## src/rtl/uni_bitstream_decoder_pkg.sv

```systemverilog
// Shared types and helpers for the unipolar bitstream decoder: FSM states,
// default window/output sizes and the count-to-output scaling function.
package uni_dec_pkg;

  typedef enum logic [1:0] {
    IDLE = 2'd0,
    ACC  = 2'd1,
    HOLD = 2'd2
  } dec_state_e;

  localparam int WIN_LOG2_DEF = 8;
  localparam int DATA_W_DEF   = 8;

  // An all-ones window counts to exactly 2^win_log2, which would overflow the
  // scaled output by one, so it is clamped to the largest output code.
  function automatic logic [31:0] sat_scale(input logic [31:0] cnt,
                                            input int          win_log2,
                                            input int          data_w);
    logic [31:0] res;
    if (cnt >= (32'd1 << win_log2)) begin
      res = (32'd1 << data_w) - 32'd1;
    end else begin
      res = cnt >> (win_log2 - data_w);
    end
    return res;
  endfunction

endpackage

```

## src/rtl/uni_bitstream_decoder_if.sv

```systemverilog
// Stream-in / result-out bundle of the bitstream decoder.
// The iAbort wire exists only when UNI_DEC_ABORT_EN is defined.
interface uni_bitstream_decoder_if #(
  parameter int DATA_W = 8
);
  logic              iStart;
  logic              iBit;
  logic              iBitValid;
  logic              iReady;
  logic [DATA_W-1:0] oData;
  logic              oValid;
  logic              oBusy;
`ifdef UNI_DEC_ABORT_EN
  logic              iAbort;
`endif

  modport master (
    output iStart, iBit, iBitValid, iReady,
`ifdef UNI_DEC_ABORT_EN
    output iAbort,
`endif
    input  oData, oValid, oBusy
  );

  modport slave (
    input  iStart, iBit, iBitValid, iReady,
`ifdef UNI_DEC_ABORT_EN
    input  iAbort,
`endif
    output oData, oValid, oBusy
  );

endinterface

```

## src/rtl/uni_bitstream_decoder_win_cnt.sv

```systemverilog
// Window index counter: counts accepted bits and flags the last slot (W-1).
module uni_win_cnt #(
  parameter int WIN_LOG2 = 8
) (
  input  logic clk,
  input  logic rst_n,
  input  logic iClr,
  input  logic iEn,
  output logic oLast
);

  logic [WIN_LOG2-1:0] idx_q;
  logic [WIN_LOG2-1:0] idx_d;

  always_comb begin
    idx_d = idx_q;
    if (iClr) begin
      idx_d = '0;
    end else if (iEn) begin
      idx_d = idx_q + WIN_LOG2'(1);
    end else begin
      idx_d = idx_q;
    end
  end

  always_ff @(posedge clk or negedge rst_n) begin
    if (!rst_n) begin
      idx_q <= '0;
    end else begin
      idx_q <= idx_d;
    end
  end

  assign oLast = &idx_q;

endmodule

```

## src/rtl/uni_bitstream_decoder.sv

```systemverilog
// Counts ones over a 2^WIN_LOG2-bit window and presents the scaled result with
// a valid/ready handshake. Optional abort input under UNI_DEC_ABORT_EN.
module uni_bitstream_decoder
  import uni_dec_pkg::*;
#(
  parameter int WIN_LOG2 = WIN_LOG2_DEF,
  parameter int DATA_W   = DATA_W_DEF
) (
  input  logic                    clk,
  input  logic                    rst_n,
  uni_bitstream_decoder_if.slave  bus
);

  dec_state_e          state_q, state_d;
  logic [WIN_LOG2:0]   cnt_q, cnt_d;
  logic [DATA_W-1:0]   data_q, data_d;
  logic                valid_q, valid_d;
  logic                busy_q, busy_d;
  logic                win_clr_s;
  logic                win_en_s;
  logic                win_last_s;
  logic                abort_s;

`ifdef UNI_DEC_ABORT_EN
  assign abort_s = bus.iAbort;
`else
  assign abort_s = 1'b0;
`endif

  uni_win_cnt #(.WIN_LOG2(WIN_LOG2)) u_win_cnt (
    .clk   (clk),
    .rst_n (rst_n),
    .iClr  (win_clr_s),
    .iEn   (win_en_s),
    .oLast (win_last_s)
  );

  always_comb begin
    state_d   = state_q;
    cnt_d     = cnt_q;
    data_d    = data_q;
    win_clr_s = 1'b0;
    win_en_s  = 1'b0;
    case (state_q)
      IDLE: begin
        if (bus.iStart) begin
          state_d   = ACC;
          cnt_d     = '0;
          win_clr_s = 1'b1;
        end else begin
          state_d = IDLE;
        end
      end
      ACC: begin
        // Abort wins over a window that would otherwise complete this cycle.
        if (abort_s) begin
          state_d = IDLE;
        end else if (bus.iBitValid) begin
          cnt_d    = cnt_q + (WIN_LOG2 + 1)'(bus.iBit);
          win_en_s = 1'b1;
          if (win_last_s) begin
            state_d = HOLD;
            data_d  = DATA_W'(sat_scale(32'(cnt_d), WIN_LOG2, DATA_W));
          end else begin
            state_d = ACC;
          end
        end else begin
          state_d = ACC;
        end
      end
      HOLD: begin
        if (bus.iReady && bus.iStart) begin
          state_d   = ACC;
          cnt_d     = '0;
          win_clr_s = 1'b1;
        end else if (bus.iReady) begin
          state_d = IDLE;
        end else begin
          state_d = HOLD;
        end
      end
      default: begin
        state_d = IDLE;
      end
    endcase
    valid_d = (state_d == HOLD);
    busy_d  = (state_d == ACC);
  end

  always_ff @(posedge clk or negedge rst_n) begin
    if (!rst_n) begin
      state_q <= IDLE;
      cnt_q   <= '0;
      data_q  <= '0;
      valid_q <= 1'b0;
      busy_q  <= 1'b0;
    end else begin
      state_q <= state_d;
      cnt_q   <= cnt_d;
      data_q  <= data_d;
      valid_q <= valid_d;
      busy_q  <= busy_d;
    end
  end

  assign bus.oData  = data_q;
  assign bus.oValid = valid_q;
  assign bus.oBusy  = busy_q;

endmodule

```

## src/flat_wrapper.sv

```systemverilog
// flat-port wrapper written by rule: the top's interface ports become plain ports
module uni_bitstream_decoder_flat import uni_dec_pkg::*;
#(
  parameter int WIN_LOG2 = WIN_LOG2_DEF,
  parameter int DATA_W   = DATA_W_DEF
)
  (clk, rst_n, bus_iStart, bus_iBit, bus_iBitValid, bus_iReady, bus_oData, bus_oValid, bus_oBusy);
  uni_bitstream_decoder_if #(.DATA_W(DATA_W)) bus_i ();
  input  logic clk;
  input  logic rst_n;
  input wire logic [$bits(bus_i.iStart)-1:0] bus_iStart;
  input wire logic [$bits(bus_i.iBit)-1:0] bus_iBit;
  input wire logic [$bits(bus_i.iBitValid)-1:0] bus_iBitValid;
  input wire logic [$bits(bus_i.iReady)-1:0] bus_iReady;
  output wire logic [$bits(bus_i.oData)-1:0] bus_oData;
  output wire logic [$bits(bus_i.oValid)-1:0] bus_oValid;
  output wire logic [$bits(bus_i.oBusy)-1:0] bus_oBusy;
  assign bus_i.iStart = bus_iStart;
  assign bus_i.iBit = bus_iBit;
  assign bus_i.iBitValid = bus_iBitValid;
  assign bus_i.iReady = bus_iReady;
  assign bus_oData = bus_i.oData;
  assign bus_oValid = bus_i.oValid;
  assign bus_oBusy = bus_i.oBusy;
  uni_bitstream_decoder #(.WIN_LOG2(WIN_LOG2), .DATA_W(DATA_W)) u_core (.clk(clk), .rst_n(rst_n), .bus(bus_i));
endmodule
```

## config.mk

```make
export PLATFORM = sky130hd
export DESIGN_NAME = uni_bitstream_decoder_flat
export DESIGN_NICKNAME = d
export VERILOG_FILES = /design/src/rtl/uni_bitstream_decoder_pkg.sv /design/src/rtl/uni_bitstream_decoder_if.sv /design/src/rtl/uni_bitstream_decoder_win_cnt.sv /design/src/rtl/uni_bitstream_decoder.sv /design/src/flat_wrapper.sv
export SDC_FILE = /design/constraint.sdc
export NUM_CORES = 1
export LEC_CHECK = 0
export CAP_MARGIN = 25
export CORE_MARGIN = 1.5
export CORE_UTILIZATION = 35
export DETAILED_ROUTE_END_ITERATION = 16
export PLACE_DENSITY = 0.6
export SYNTH_ARGS = -nofsm -noshare
export SYNTH_HDL_FRONTEND = slang
export SYNTH_SLANG_ARGS = --single-unit
```

## constraint.sdc

```tcl
create_clock -name clk -period 4.9 [get_ports clk]
set_clock_uncertainty 0.2 [all_clocks]
set_input_delay 0.49 -clock clk [delete_from_list [all_inputs] [get_ports clk]]
set_output_delay 0.49 -clock clk [all_outputs]
set_load 0.1 [all_outputs]
```

==> out/metrics.yaml <==
drt:
  final_antenna_net_count: 0
  via_per_inst: 5.33
  wirelength_um: 2850
  detail_route.first_pass.iterations: 4
  route.detailed.drc: 0
  drtIter0Drc: 84
  total_number_of_vias: 1124
  wl_per_cell_um: 13.5
place:
  gp_congestion: 0.839
  post-dp-hpwl_um: 1970
  dpl-instance-area_um2: 1600
  pre_cts_slack_ns: 2.17
  port_buffers: 15
critical_path:
  crit_path_start_kind: "register"
  worstPathCellList: "clkdlybuf4s50_1"
  timing.critical_path.arrival_ns: 1.78
  timing_worst_setup_path_type: "register to output pin"
  timing.critical_path.max_delay_family: "buffers and inverters"
  ff2ff_path_depth: 4
  cp-end-kind: "output pin"
  worst-endpoint-required_ns: 4.21
  crit_path_slowest_cell: "sky130_fd_sc_hd__clkdlybuf4s50_1"
  slowest_delay_ns: 1.14
  worst_r2r_startpoint: "u_core.state_q[0]"
  worstPathBufferInverterCount: 1
  worst_reg2reg_endpoint: "u_core.u_win_cnt.idx_q[7]"
  cp_max_fo: 2
  worst-r2r-setup-slack_ns: 2.67
clock_tree:
  clock_insertion_delay_at_the_later_pin_of_the_skew_report_ns: 0.28
  cts-buffers-inserted: 5
  clkSinkCount: 29
  post_cts_resize_count: 0
  tritoncts_clock_tree: "yes"
  clockRootBuffer: "sky130_fd_sc_hd__clkbuf_8"
  cts-htree-levels: 2
  cts_max_path_buffers: 2
  hold_buffers: 0
  number_of_buffers_inserted_to_repair_setup_after_cts: 0
  clk_pin_slew_worst_paths_ns: 0.07
power:
  total_leakage_power_nw: 0.740
  cellPowerDensity_nw_per_um2: 400
  power.ir.vdd_worst_uv: 275
layout:
  synthToLayoutAreaGrowth_pct: 22.7
  antenna-diode-count: 0
  num-nets-final: 171
  drive_gt1_share_pct: 7.36
  finish.utilization_pct: 46.0
  finalInstanceArea_um2: 1730
yosys:
  synth.ff_latch_count: 29
  synth-main-ff-cell: "sky130_fd_sc_hd__dfrtp_1"
  ys_seq_area_share_pct: 51.4
  synthesis.instances: 145
  synthTopCellsByCount: "sky130_fd_sc_hd__dfrtp_1 (29), sky130_fd_sc_hd__nor2_1 (16), sky130_fd_sc_hd__o21ai_0 (14)"
  cell_accounting_for_the_most_synthesized_area: "sky130_fd_sc_hd__dfrtp_1"
  synth_area_um2: 1410
  syn_area_per_cell_um2: 9.74
  yosys.area.top_type_share_pct: 51.4
  synth.distinct_cells: 32
  async_reset_ff_share_pct: 100
  synth_edf_count: 0
  mappedNetlistNets: 154
  ys_warn_count: 0
  synth_area_leaders: "sky130_fd_sc_hd__dfrtp_1 (51%), sky130_fd_sc_hd__o21ai_0 (5.0%), sky130_fd_sc_hd__a21oi_1 (4.3%), sky130_fd_sc_hd__nor2_1 (4.3%), sky130_fd_sc_hd__nand3_1 (3.2%)"
  synth_most_common_cell: "sky130_fd_sc_hd__dfrtp_1"
floorplan:
  initial_core_util_pct: 37.5
  floorplan.die.height_um: 66.5
  dieArea_um2: 4430
  die_width_um: 66.5
  core.rowCount: 22
  coreArea_um2: 3770
  floorplan.io_pins: 16
timing:
  maxClockFrequency_ghz: 0.405
  timing.final.crit_period_ns: 2.47
  maxSlewViolCount: 0
  setup_repair_after_global_routing_missed_its_margin: "false"
  worst_slack_ns: 2.43
  finalSetupViolCount: 0
  tightest_slew_ns: 0.967
  finalSetupTns_ns: 0
  timing.final.crit_share_pct: 50.4
  hold_viol_final: 0
  timing.max_slew.rel_slack_pct: 35.3
job:
  reported_max_cap_violation_count: 0
global_routing:
  via_count_of_the_first_global_routing_pass: 1080
  grt_max_degree: 30
  first_pass_grt_wire_length_um: 5010
  grt_antenna_before_repair: 0
  gr-usage-all-layers_pct: 15.5
  gr-total-overflow: 0
hold_path:
  whs_endpoint: "u_core.cnt_q[0]"
  holdPathStages: 2
  hp-class: "register to register"
  hold_path.startpoint: "u_core.cnt_q[0]"
outcome:
  status: "finished, final reports clean"
-- where the power goes --
group / internal [mW] / total (mW) / switching [mW]
clock network: 0.202 / 0.295 / 0.0933
logic: 0.0379 / 0.0952 / 0.0573
registers: 0.269 / 0.303 / 0.0347
-- per-stage QoR --
stage,hold WS [ns],instances,total power [mW]
5_1_grt,0.365,211,0.731
6_report,0.315,211,0.694
3_3_place_gp,0.303,203,0.399
3_5_place_dp,0.309,203,0.402
4_1_cts,0.327,211,0.702
2_1_floorplan,-0.00559,145,0.371
-- layout make-up --
type	instances	area, µm²
inverter	2	7.51
multi-input combinational	108	648
clock inverter	3	65.1
fill	347	2040
clock buffer	5	68.8
timing repair buffer	16	158
sequential	29	726
tap	48	60.1
-- flip-flops by register name, summed over array words and instances, names as in the netlist --
name / cells
u_core.bus.oValid: 1
u_core.bus.oBusy: 1
u_core.state_q: 2
u_core.bus.oData: 8
u_core.u_win_cnt.idx_q: 8
u_core.cnt_q: 9
-- worst max-delay path by stage --
stage / to / startpoint / depth (start not counted) / slack [ns]
4_1_cts: bus_oData[0] / u_core.bus.oData[0] / 1 / 2.41
5_1_grt: u_core.u_win_cnt.idx_q[7] / bus_iBitValid / 5 / 2.31
3_5_place_dp: u_core.u_win_cnt.idx_q[7] / bus_iBitValid / 5 / 2.17
6_report: bus_oData[6] / u_core.bus.oData[6] / 1 / 2.43
3_3_place_gp: u_core.u_win_cnt.idx_q[7] / bus_iBitValid / 5 / 2.16
2_1_floorplan: u_core.bus.oData[6] / bus_iBit / 7 / 3.01
-- layer usage --
metal | share of wire, % | up-vias | track usage [%]
met5 | 0 | - | 0
met4 | 2.7 | 0 | 9.18
met3 | 2.8 | 9 | 4.56
met2 | 46 | 18 | 22.8
met1 | 48 | 541 | 20.0
li1 | - | 556 | -
-- logic make-up after synthesis --
kind of cell,count (synthesis),share of synthesized area [%]
buf+inv,8,2.75
simple gates,56,21.2
flops,29,51.4
compound gates,41,17.1
fa+ha+maj,3,2.66
xor+xnor,8,4.96
-- placed cells by master, fill, tap and decap left out, types with 2 or more instances in the layout --
cell,n
sky130_fd_sc_hd__inv_1,2
sky130_fd_sc_hd__and3b_1,2
sky130_fd_sc_hd__a21o_1,2
sky130_fd_sc_hd__a22o_1,3
sky130_fd_sc_hd__a22oi_1,2
sky130_fd_sc_hd__xnor2_1,4
sky130_fd_sc_hd__o22ai_1,2
sky130_fd_sc_hd__ha_1,3
sky130_fd_sc_hd__o31ai_1,4
sky130_fd_sc_hd__dfrtp_1,29
sky130_fd_sc_hd__nand3_1,9
sky130_fd_sc_hd__clkbuf_8,5
sky130_fd_sc_hd__a31oi_1,2
sky130_fd_sc_hd__xor2_1,4
sky130_fd_sc_hd__and2_1,2
sky130_fd_sc_hd__nor2_1,16
sky130_fd_sc_hd__nand2_1,11
sky130_fd_sc_hd__a21oi_1,12
sky130_fd_sc_hd__and3_1,3
sky130_fd_sc_hd__clkdlybuf4s50_1,15
sky130_fd_sc_hd__nand4_1,3
sky130_fd_sc_hd__bufinv_16,2
sky130_fd_sc_hd__or4_1,2
sky130_fd_sc_hd__o21ai_0,14
No activity file was read; power rests on OpenSTA's default activity.
